### src/rtl/i2c_slave_pkg.sv
// ---------------------------------------------------------------------------
// i2c_slave_pkg
// Shared definitions for the I2C target controller: FSM state encoding,
// width of the pad stability-filter counter, and the ACK/NACK bit levels.
// ---------------------------------------------------------------------------
package i2c_slave_pkg;

  // Wide enough for FILT_LEN values up to 15.
  localparam int FILT_CNT_W = 4;

  // Level on SDA during the 9th (acknowledge) bit.
  localparam logic ACK  = 1'b0;
  localparam logic NACK = 1'b1;

  typedef enum logic [2:0] {
    IDLE      = 3'd0,
    ADDR      = 3'd1,
    ADDR_ACK  = 3'd2,
    WR_DATA   = 3'd3,
    WR_ACK    = 3'd4,
    RD_DATA   = 3'd5,
    RD_ACK    = 3'd6,
    WAIT_STOP = 3'd7
  } i2c_slv_state_t;

endpackage

### src/rtl/i2c_slave_filter.sv
// ---------------------------------------------------------------------------
// i2c_slave_filter
// Two-flop synchronizer followed by a stability filter for one I2C pad.
// A new synchronized level is accepted only after it has been stable for
// FILT_LEN consecutive cycles; rise/fall pulse for one cycle in the same
// cycle the filtered level changes.
//
// Ports:
//   clk    - system clock
//   rst_n  - synchronous active-low reset (bus idles high)
//   pad    - raw pad level
//   level  - filtered level
//   rise   - one-cycle pulse, filtered level went 0 -> 1
//   fall   - one-cycle pulse, filtered level went 1 -> 0
// ---------------------------------------------------------------------------
module i2c_slave_filter
  import i2c_slave_pkg::*;
#(
  parameter int FILT_LEN = 4
) (
  input  logic clk,
  input  logic rst_n,
  input  logic pad,
  output logic level,
  output logic rise,
  output logic fall
);

  logic                  sync1_reg;
  logic                  sync2_reg;
  logic [FILT_CNT_W-1:0] cnt_reg;

  always_ff @(posedge clk) begin
    if (!rst_n) begin
      sync1_reg <= 1'b1;
      sync2_reg <= 1'b1;
      level     <= 1'b1;
      cnt_reg   <= '0;
      rise      <= 1'b0;
      fall      <= 1'b0;
    end else begin
      sync1_reg <= pad;
      sync2_reg <= sync1_reg;
      rise      <= 1'b0;
      fall      <= 1'b0;
      if (sync2_reg == level) begin
        // Any return to the accepted level restarts the stability window.
        cnt_reg <= '0;
      end else if (cnt_reg == FILT_CNT_W'(FILT_LEN - 1)) begin
        level   <= sync2_reg;
        cnt_reg <= '0;
        rise    <= sync2_reg;
        fall    <= ~sync2_reg;
      end else begin
        cnt_reg <= cnt_reg + 1'b1;
      end
    end
  end

endmodule

### src/rtl/i2c_slave_ctrl.sv
// ---------------------------------------------------------------------------
// i2c_slave_ctrl
// I2C target: oversamples SCL/SDA, detects START/STOP, matches a 7-bit
// address, ACKs, and moves bytes between the bus and a local byte stream.
// SCL is never driven (no clock stretching).
//
// Ports:
//   wb_clk_i      - system clock
//   wb_rst_i      - synchronous active-low reset
//   scl_pad_i     - SCL pad level
//   sda_pad_i     - SDA pad level
//   scl_pad_o     - constant 0
//   scl_padoen_o  - constant 1 (SCL never enabled)
//   sda_pad_o     - constant 0
//   sda_padoen_o  - active-low SDA enable (0 pulls SDA low)
//   rx_data_o     - last byte written by the master
//   rx_valid_o    - one-cycle pulse when rx_data_o updates and local is ready
//   rx_ready_i    - local side can accept data (0 => data byte is NACKed)
//   tx_data_i     - next byte to return on a read
//   tx_req_o      - one-cycle pulse requesting the next tx_data_i
//   busy_o        - 1 from START to STOP
//   stop_o        - one-cycle pulse on STOP
// ---------------------------------------------------------------------------
module i2c_slave_ctrl
  import i2c_slave_pkg::*;
#(
  parameter logic [6:0] SLAVE_ADDR = 7'h50,
  parameter int         FILT_LEN   = 4
) (
  input  logic       wb_clk_i,
  input  logic       wb_rst_i,
  input  logic       scl_pad_i,
  input  logic       sda_pad_i,
  output logic       scl_pad_o,
  output logic       scl_padoen_o,
  output logic       sda_pad_o,
  output logic       sda_padoen_o,
  output logic [7:0] rx_data_o,
  output logic       rx_valid_o,
  input  logic       rx_ready_i,
  input  logic [7:0] tx_data_i,
  output logic       tx_req_o,
  output logic       busy_o,
  output logic       stop_o
);

  // Index 0 = SCL, index 1 = SDA.
  logic [1:0] pads;
  logic [1:0] lvl;
  logic [1:0] rise;
  logic [1:0] fall;

  assign pads = {sda_pad_i, scl_pad_i};

  for (genvar gi = 0; gi < 2; gi++) begin : g_filt
    i2c_slave_filter #(
      .FILT_LEN (FILT_LEN)
    ) u_filt (
      .clk   (wb_clk_i),
      .rst_n (wb_rst_i),
      .pad   (pads[gi]),
      .level (lvl[gi]),
      .rise  (rise[gi]),
      .fall  (fall[gi])
    );
  end

  logic scl_lvl;
  logic sda_lvl;
  logic scl_rise;
  logic scl_fall;
  logic start_det;
  logic stop_det;

  assign scl_lvl  = lvl[0];
  assign sda_lvl  = lvl[1];
  assign scl_rise = rise[0];
  assign scl_fall = fall[0];

  // An SDA edge coincident with an SCL edge is ordinary data movement.
  assign start_det = fall[1] & scl_lvl & ~(scl_rise | scl_fall);
  assign stop_det  = rise[1] & scl_lvl & ~(scl_rise | scl_fall);

  assign scl_pad_o    = 1'b0;
  assign scl_padoen_o = 1'b1;
  assign sda_pad_o    = 1'b0;

  i2c_slv_state_t state_reg;
  logic [3:0]     bit_cnt_reg;
  logic [7:0]     shift_reg;
  logic           rw_reg;     // 1 = read transaction
  logic           nack_reg;   // answer NACK in the coming acknowledge slot
  logic           phase_reg;  // ACK slot driven (xx_ACK) / master ACK seen (RD_ACK)

  logic [7:0] byte_in;
  logic       byte_done;

  assign byte_in   = {shift_reg[6:0], sda_lvl};
  assign byte_done = (bit_cnt_reg == 4'd7);

  always_ff @(posedge wb_clk_i) begin
    if (!wb_rst_i) begin
      state_reg    <= IDLE;
      bit_cnt_reg  <= '0;
      shift_reg    <= '0;
      rw_reg       <= 1'b0;
      nack_reg     <= 1'b0;
      phase_reg    <= 1'b0;
      sda_padoen_o <= 1'b1;
      rx_data_o    <= 8'h00;
      rx_valid_o   <= 1'b0;
      tx_req_o     <= 1'b0;
      busy_o       <= 1'b0;
      stop_o       <= 1'b0;
    end else begin
      rx_valid_o <= 1'b0;
      tx_req_o   <= 1'b0;
      stop_o     <= 1'b0;

      if (stop_det) begin
        busy_o       <= 1'b0;
        stop_o       <= 1'b1;
        sda_padoen_o <= 1'b1;
        bit_cnt_reg  <= '0;
        phase_reg    <= 1'b0;
        state_reg    <= IDLE;
      end else if (start_det) begin
        busy_o       <= 1'b1;
        sda_padoen_o <= 1'b1;
        bit_cnt_reg  <= '0;
        phase_reg    <= 1'b0;
        state_reg    <= ADDR;
      end else begin
        unique case (state_reg)
          ADDR: begin
            if (scl_rise) begin
              shift_reg <= byte_in;
              if (byte_done) begin
                bit_cnt_reg <= '0;
                if (byte_in[7:1] == SLAVE_ADDR) begin
                  rw_reg    <= byte_in[0];
                  tx_req_o  <= byte_in[0];
                  nack_reg  <= 1'b0;
                  phase_reg <= 1'b0;
                  state_reg <= ADDR_ACK;
                end else begin
                  state_reg <= WAIT_STOP;
                end
              end else begin
                bit_cnt_reg <= bit_cnt_reg + 4'd1;
              end
            end
          end

          // First SCL fall opens the acknowledge slot, second one closes it
          // and hands SDA to the next data phase.
          ADDR_ACK, WR_ACK: begin
            if (scl_fall) begin
              if (!phase_reg) begin
                phase_reg    <= 1'b1;
                sda_padoen_o <= nack_reg ? NACK : ACK;
              end else begin
                phase_reg   <= 1'b0;
                bit_cnt_reg <= '0;
                if (rw_reg) begin
                  shift_reg    <= tx_data_i;
                  sda_padoen_o <= tx_data_i[7];
                  state_reg    <= RD_DATA;
                end else begin
                  sda_padoen_o <= 1'b1;
                  state_reg    <= WR_DATA;
                end
              end
            end
          end

          WR_DATA: begin
            if (scl_rise) begin
              shift_reg <= byte_in;
              if (byte_done) begin
                bit_cnt_reg <= '0;
                rx_data_o   <= byte_in;
                rx_valid_o  <= rx_ready_i;
                nack_reg    <= ~rx_ready_i;
                phase_reg   <= 1'b0;
                state_reg   <= WR_ACK;
              end else begin
                bit_cnt_reg <= bit_cnt_reg + 4'd1;
              end
            end
          end

          // The MSB went out when the phase was entered; each fall here
          // shifts out the next bit, the eighth fall frees SDA for the master.
          RD_DATA: begin
            if (scl_fall) begin
              if (byte_done) begin
                sda_padoen_o <= 1'b1;
                bit_cnt_reg  <= '0;
                phase_reg    <= 1'b0;
                state_reg    <= RD_ACK;
              end else begin
                sda_padoen_o <= shift_reg[6];
                shift_reg    <= {shift_reg[6:0], 1'b0};
                bit_cnt_reg  <= bit_cnt_reg + 4'd1;
              end
            end
          end

          RD_ACK: begin
            if (scl_rise) begin
              if (sda_lvl == ACK) begin
                tx_req_o  <= 1'b1;
                phase_reg <= 1'b1;
              end else begin
                state_reg <= WAIT_STOP;
              end
            end else if (scl_fall && phase_reg) begin
              phase_reg    <= 1'b0;
              bit_cnt_reg  <= '0;
              shift_reg    <= tx_data_i;
              sda_padoen_o <= tx_data_i[7];
              state_reg    <= RD_DATA;
            end
          end

          default: begin
            // IDLE and WAIT_STOP keep SDA released until START/STOP.
            sda_padoen_o <= 1'b1;
          end
        endcase
      end
    end
  end

endmodule
### config.mk
export PLATFORM = sky130hd
export DESIGN_NAME = i2c_slave_ctrl
export DESIGN_NICKNAME = d
export VERILOG_FILES = /design/src/rtl/i2c_slave_pkg.sv /design/src/rtl/i2c_slave_filter.sv /design/src/rtl/i2c_slave_ctrl.sv
export SDC_FILE = /design/constraint.sdc
export NUM_CORES = 1
export LEC_CHECK = 0
export BUFFER_PORTS_ARGS = -buffer_cell sky130_fd_sc_hd__buf_2
export CORE_MARGIN = 2
export CORE_UTILIZATION = 45
export CTS_CLUSTER_SIZE = 20
export DETAILED_ROUTE_END_ITERATION = 10
export GPL_TIMING_DRIVEN = 1
export HOLD_SLACK_MARGIN = 0.1
export PLACE_DENSITY = 0.67
export SLEW_MARGIN = 20
export SYNTH_ARGS = -nofsm -noshare
export SYNTH_HDL_FRONTEND = slang
export SYNTH_SLANG_ARGS = --single-unit
### constraint.sdc
create_clock -name wb_clk_i -period 1.8 [get_ports wb_clk_i]
set_input_delay 0.18 -clock wb_clk_i [delete_from_list [all_inputs] [get_ports wb_clk_i]]
set_output_delay 0.18 -clock wb_clk_i [all_outputs]
set_load 0.05 [all_outputs]
== Yosys cells after proc, flatten, opt, wreduce, memory -nomap -nowiden ==
Index checks and enable logic that the tools add are counted.

* Word-level logic and storage cells: 175
* Flip-flop bits (word level): 48
* Input bits: 13
* Output and inout port bits: 16

* Muxes and demuxes: 63
* Bitwise logic cells: 20
* Equal/unequal tests: 39
* $add $sub $neg: 3
* Reduce and logical (&&, ||, !) cells: 25

{| class="wikitable"
|+ Operators with widths
! kind !! count
|-
| 2-to-1 mux 7 bit || 8
|-
| 2-to-1 mux 3 bit || 13
|-
| AND reduction 11 bit || 3
|-
| 2-to-1 mux 1 bit || 28
|-
| 2-to-1 mux 4 bit || 7
|-
| case mux 7 bit (4 select lines) || 1
|-
| != test 2 bit, second input constant || 9
|-
| != test 3 x 2 -> 1 bit, second input constant || 6
|-
| case mux 4 bit (4 select lines) || 1
|-
| != test 3 bit, second input constant || 5
|-
| inverter 1 bit || 15
|-
| case mux 3 bit (5 select lines) || 1
|-
| OR reduction 3 bit || 5
|-
| adder 4 x 1 -> 4 bit, second input constant || 3
|-
| != test 2 x 1 -> 1 bit, second input constant || 5
|-
| AND reduction 5 bit || 2
|-
| equality test 3 bit, second input constant || 3
|-
| AND reduction 9 bit || 1
|-
| equality test 4 x 2 -> 1 bit, second input constant || 2
|-
| != test 4 x 3 -> 1 bit, second input constant || 2
|-
| AND reduction 8 bit || 1
|-
| equality test 7 bit, second input constant || 1
|-
| AND reduction 7 bit || 1
|-
| equality test 3 x 2 -> 1 bit, second input constant || 2
|-
| other kinds (17) || 25
|}

== Logic depth before layout (Yosys ltp) ==
* Depth in word-level cells: 6
* Gate-level depth with buffers: 8
* Depth with buffers taken out: 6

== Modules after synthesis ==
A second synthesis with hierarchy kept.

* Cells, all modules: 261
* Area total of the unflattened synthesis: 2404.8 sq um

{| class="wikitable"
|+ Modules (own cells, without submodules)
! module !! times used !! cells an instance !! area each (sq um)
|-
| i2c_slave_ctrl || 1 || 205 || 1751.7
|-
| i2c_slave_filter || 2 || 28 || 326.6
|}

== Worst setup path before layout ==
No wires, ideal clock.

* Path type: flip-flop to flip-flop
* From: reg g_filt[0].u_filt.rise
* To: reg bit_cnt_reg[2]
* Setup time: 0.070 ns
* Arrival time: 1.743 ns
* Cell stages (with the launch flop): 8
* Buffers on the path: 2
* Period minus slack after synthesis: 1.813 ns
* Path slack: -0.013 ns
* Required time: 1.730 ns
* Path through: dfxtp_1 -> buf_6 -> and2_4 -> o311a_1 -> and2_4 -> buf_6 -> or4b_1 -> a21oi_1

* Longest elaborated chain between the ends: 4
* Elaborated cells between the ends (all ways): 8

{| class="wikitable"
|+ Ends and longest elaborated chain
! what !! line !! RTL
|-
| start, declared || i2c_slave_filter.sv:25 || <nowiki>output logic rise,</nowiki>
|-
| start signal, assigned || i2c_slave_filter.sv:52 || <nowiki>rise <= sync2_reg;</nowiki>
|-
| bitwise OR 1 bit || i2c_slave_ctrl.sv:81, i2c_slave_ctrl.sv:82 ||
|-
| inverter 1 bit || i2c_slave_ctrl.sv:81, i2c_slave_ctrl.sv:82 ||
|-
| AND 1 bit, on equally long branches || i2c_slave_ctrl.sv:81, i2c_slave_ctrl.sv:82 ||
|-
| OR reduction 3 bit (no source line) || -- ||
|-
| end signal, assigned || i2c_slave_ctrl.sv:150 || <nowiki>bit_cnt_reg <= bit_cnt_reg + 4'd1;</nowiki>
|-
| end signal, assigned || i2c_slave_ctrl.sv:188 || <nowiki>bit_cnt_reg <= bit_cnt_reg + 4'd1;</nowiki>
|-
| end signal, assigned || i2c_slave_ctrl.sv:205 || <nowiki>bit_cnt_reg <= bit_cnt_reg + 4'd1;</nowiki>
|-
| end, declared || i2c_slave_ctrl.sv:89 || <nowiki>logic [3:0] bit_cnt_reg;</nowiki>
|}

Several ways; a longest one is shown, not always the timed one.
A chain may end at the register's enable or synchronous reset.

== Worst setup path in the final report ==
* From: reg state_reg[2]
* To: reg phase_reg

* Longest elaborated chain between the ends: 4
* Elaborated cells between the ends (all ways): 18

{| class="wikitable"
|+ Ends and longest elaborated chain
! what !! line !! RTL
|-
| start, declared || i2c_slave_ctrl.sv:88 || <nowiki>i2c_slv_state_t state_reg;</nowiki>
|-
| start signal, assigned || i2c_slave_ctrl.sv:103 || <nowiki>state_reg <= IDLE;</nowiki>
|-
| start signal, assigned || i2c_slave_ctrl.sv:126 || <nowiki>state_reg <= IDLE;</nowiki>
|-
| start signal, assigned || i2c_slave_ctrl.sv:132 || <nowiki>state_reg <= ADDR;</nowiki>
|-
| equality test 3 x 2 -> 1 bit or equality test 3 bit (tied branches) || i2c_slave_ctrl.sv:134 || <nowiki>unique case (state_reg)</nowiki>
|-
| OR reduction 2 bit || i2c_slave_ctrl.sv:134 ||
|-
| nonzero test 5 bit (no source line) or != test 2 x 1 -> 1 bit (tied branches) || -- ||
|-
| AND reduction 9 bit (no source line) || -- ||
|-
| end signal, assigned || i2c_slave_ctrl.sv:131 || <nowiki>phase_reg <= 1'b0;</nowiki>
|-
| end signal, assigned || i2c_slave_ctrl.sv:144 || <nowiki>phase_reg <= 1'b0;</nowiki>
|-
| end signal, assigned || i2c_slave_ctrl.sv:160 || <nowiki>phase_reg <= 1'b1;</nowiki>
|-
| end, declared || i2c_slave_ctrl.sv:93 || <nowiki>logic phase_reg;</nowiki>
|}

Several ways; a longest one is shown, not always the timed one.

==> qor.csv <==
metric,value,unit
htreeDepth,2,
viasPerCell,5.314,
muxShareOfSynthArea,0.04742,
p_leak,0.001203,uW
die_h,76.24,um
setup_viol,0,
gr-total-overflow,0,
firstDrtPassIters,4,
synth-adder-area-share,0.01598,
yosys.area_share.simple,0.2563,
ys_seq_area_frac,0.4092,
setup.worst_path.start_class,flop,
timing.final.ws_setup,62.31,ps
ys.flop_type,dfxtp_1,
crit_arrival,1940,ps
post-place-ws,5.180,ps
wl_met1,2502,um
dp_hpwl,3755,um
rows,26,
core_area,0.005075,mm2
synth_edf_count,0,
yosysWarnings,0,
synth_top_family_by_area,simple AND/OR/NAND/NOR gates,
syn-instance-count,271,
slowest_delay,380,ps
clk_latency,300,ps
drc,0,
synth_cell_types,56,
grt_pass1_vias,1903,
n_antenna_cell,0,
die_w,76.24,um
cp_max_fo,9,
final.fill_count,480,
synth-compound-area-share,0.1806,
dr.first_iter.drc_count,96,
fin_skew,5.603,ps
path_clk_slew,90,ps
syn_area,0.002349,mm2
synth-xor-area-share,0.02611,
cts_num_sinks,48,
max_cap_viol_count,0,
yosys_register_bits,48,
ant_nets,0,
clk_path_buf_depth,2,
rsz0062_at_grt,no,
antenna_found_initial,0,
crit_required,2000,ps
status,completed,
avgSynthCellArea,8.666,um2
cts_tree,built,
cts-root-buf,clkbuf_8,
numCtsBuffers,5,
hold_path_class,primary input to flop,
drive_above_1_share,0.2547,
final_core_util,0.5594,
criticalPathCategory,flop to flop,
synthToLayoutAreaGrowth,20.88,%
ios,29,
finalHoldViolations,0,
grt_usage,0.1831,
place_congestion,0.8751,
grt_max_degree,17,
start_util,0.4628,
async_reset_ff_frac,0,
setup.worst_path.end_class,flop,
fin_nets,337,
crit_chain,"buf_4, a221o_1, a211o_1, nor2_1, mux2_2",
maxSlewViolCount,0,
dr_wl_met2,2389,um
dr_wl_met3,204,um
num_vias,2083,
powerDensity,824.9,mW/mm2
ir_drop,0.4742,mV
die_area,0.005813,mm2
final.min_clock_period,1738,ps
portBuffers,25,
routed.top_layer,met4,
wl,5180,um
grt_pass1_wl,8666,um
wl_per_cell,13.21,um
crit_slowest_cell,dfxtp_4,
timing.fmax,575.5,MHz
fin_crit_sh,0.9654,
-- Yosys cell counts, types with 6 or more instances --
cell type | n | share of area
clkbuf_1 | 6 | 0.0096
a21oi_1 | 10 | 0.021
o21ai_0 | 15 | 0.032
nand2_1 | 25 | 0.040
nand2b_1 | 8 | 0.021
mux2i_1 | 10 | 0.043
nor2_1 | 32 | 0.051
buf_4 | 6 | 0.019
dfxtp_1 | 48 | 0.41
nor2b_1 | 9 | 0.024
nor3b_1 | 7 | 0.022
a311oi_1 | 6 | 0.022
-- worst paths after layout --
| check | start | end | slack (ps) | cells past startpoint |
|---|---|---|---|---|
| worst min register to register | g_filt[0].u_filt.sync1_reg | g_filt[0].u_filt.sync2_reg | 410 | 1 |
| worst min-delay path | rx_ready_i | rx_valid_o | 110 | 3 |
| worst max register to register | state_reg[2] | phase_reg | 60 | 5 |
| worst max-delay path | state_reg[2] | phase_reg | 60 | 5 |
-- power by group --
group | internal, uW | switching [uW]
clock | 313 | 361
combinational | 254 | 286
sequential | 1090 | 37.5
total | 1660 | 684
-- repair_timing --
action	4_1_cts	5_1_grt
pin swaps	0	2
endpoints found under the setup margin	1	13
resized for setup	1	10
cloned	0	1
hold buffers	2	0
buffers inserted	0	2
endpoints found under the hold margin	2	0
-- layout by cell type (no fill, tap or decap), types with 8 or more instances in the layout --
cell type / synthesis / final
mux2i_1: 10 / 10
nand2_1: 25 / 25
nor2_1: 32 / 31
nand2b_1: 8 / 8
a21oi_1: 10 / 10
nor2b_1: 9 / 9
dfxtp_1: 48 / 43
buf_2: 4 / 26
buf_4: 6 / 31
o21ai_0: 15 / 15
-- metrics by stage --
step | setup TNS, ps | hold slack, ps | cells | total power, uW | instance area, um2
floorplan | -12.35 | 253.0 | 272 | 1508 | 2352
global placement | 0 | 359.9 | 379 | 1664 | 2680
detailed placement | 0 | 366.0 | 379 | 1664 | 2680
CTS | 0 | 106.1 | 389 | 2333 | 2795
global route | 0 | 115.3 | 392 | 2459 | 2839
finish | 0 | 111.7 | 392 | 2342 | 2839
-- final cells by class --
| type | count | area [um2] | area share |
|---|---|---|---|
| Inverter | 5 | 18.77 | 0.006611 |
| Clock buffer | 7 | 86.33 | 0.03041 |
| Sequential cell | 48 | 969.7 | 0.3416 |
| Multi-Input combinational cell | 199 | 1252 | 0.4412 |
| Tap cell | 70 | 87.58 | 0.03085 |
| Timing Repair Buffer | 62 | 416.7 | 0.1468 |
| Clock inverter | 1 | 7.507 | 0.002644 |
-- per-layer routing --
| layer | vias to the layer above | GRT usage |
|---|---|---|
| met3 | 7 | 0.04265 |
| li1 | 1055 | - |
| met5 | - | 0 |
| met4 | 0 | 0.08909 |
| met1 | 973 | 0.2427 |
| met2 | 48 | 0.2805 |
-- cell families after synthesis --
group	Yosys count
AND/OR/NAND/NOR	114
AO/OA/AOI/OAI	61
flip-flops	48
buffers and inverters	25
multiplexers	11
XOR/XNOR	7
adder cells (fa/ha/maj)	3
other	2
-- critical path, delay by kind of cell, from the launching register on --
family / cells / cell delay (ps)
muxes: 1 / 340
DFF: 1 / 380
AOI/OAI and AO/OA: 2 / 620
buffers and inverters: 1 / 140
and+or+nand+nor: 1 / 160
(Power assumes the default switching activity.)
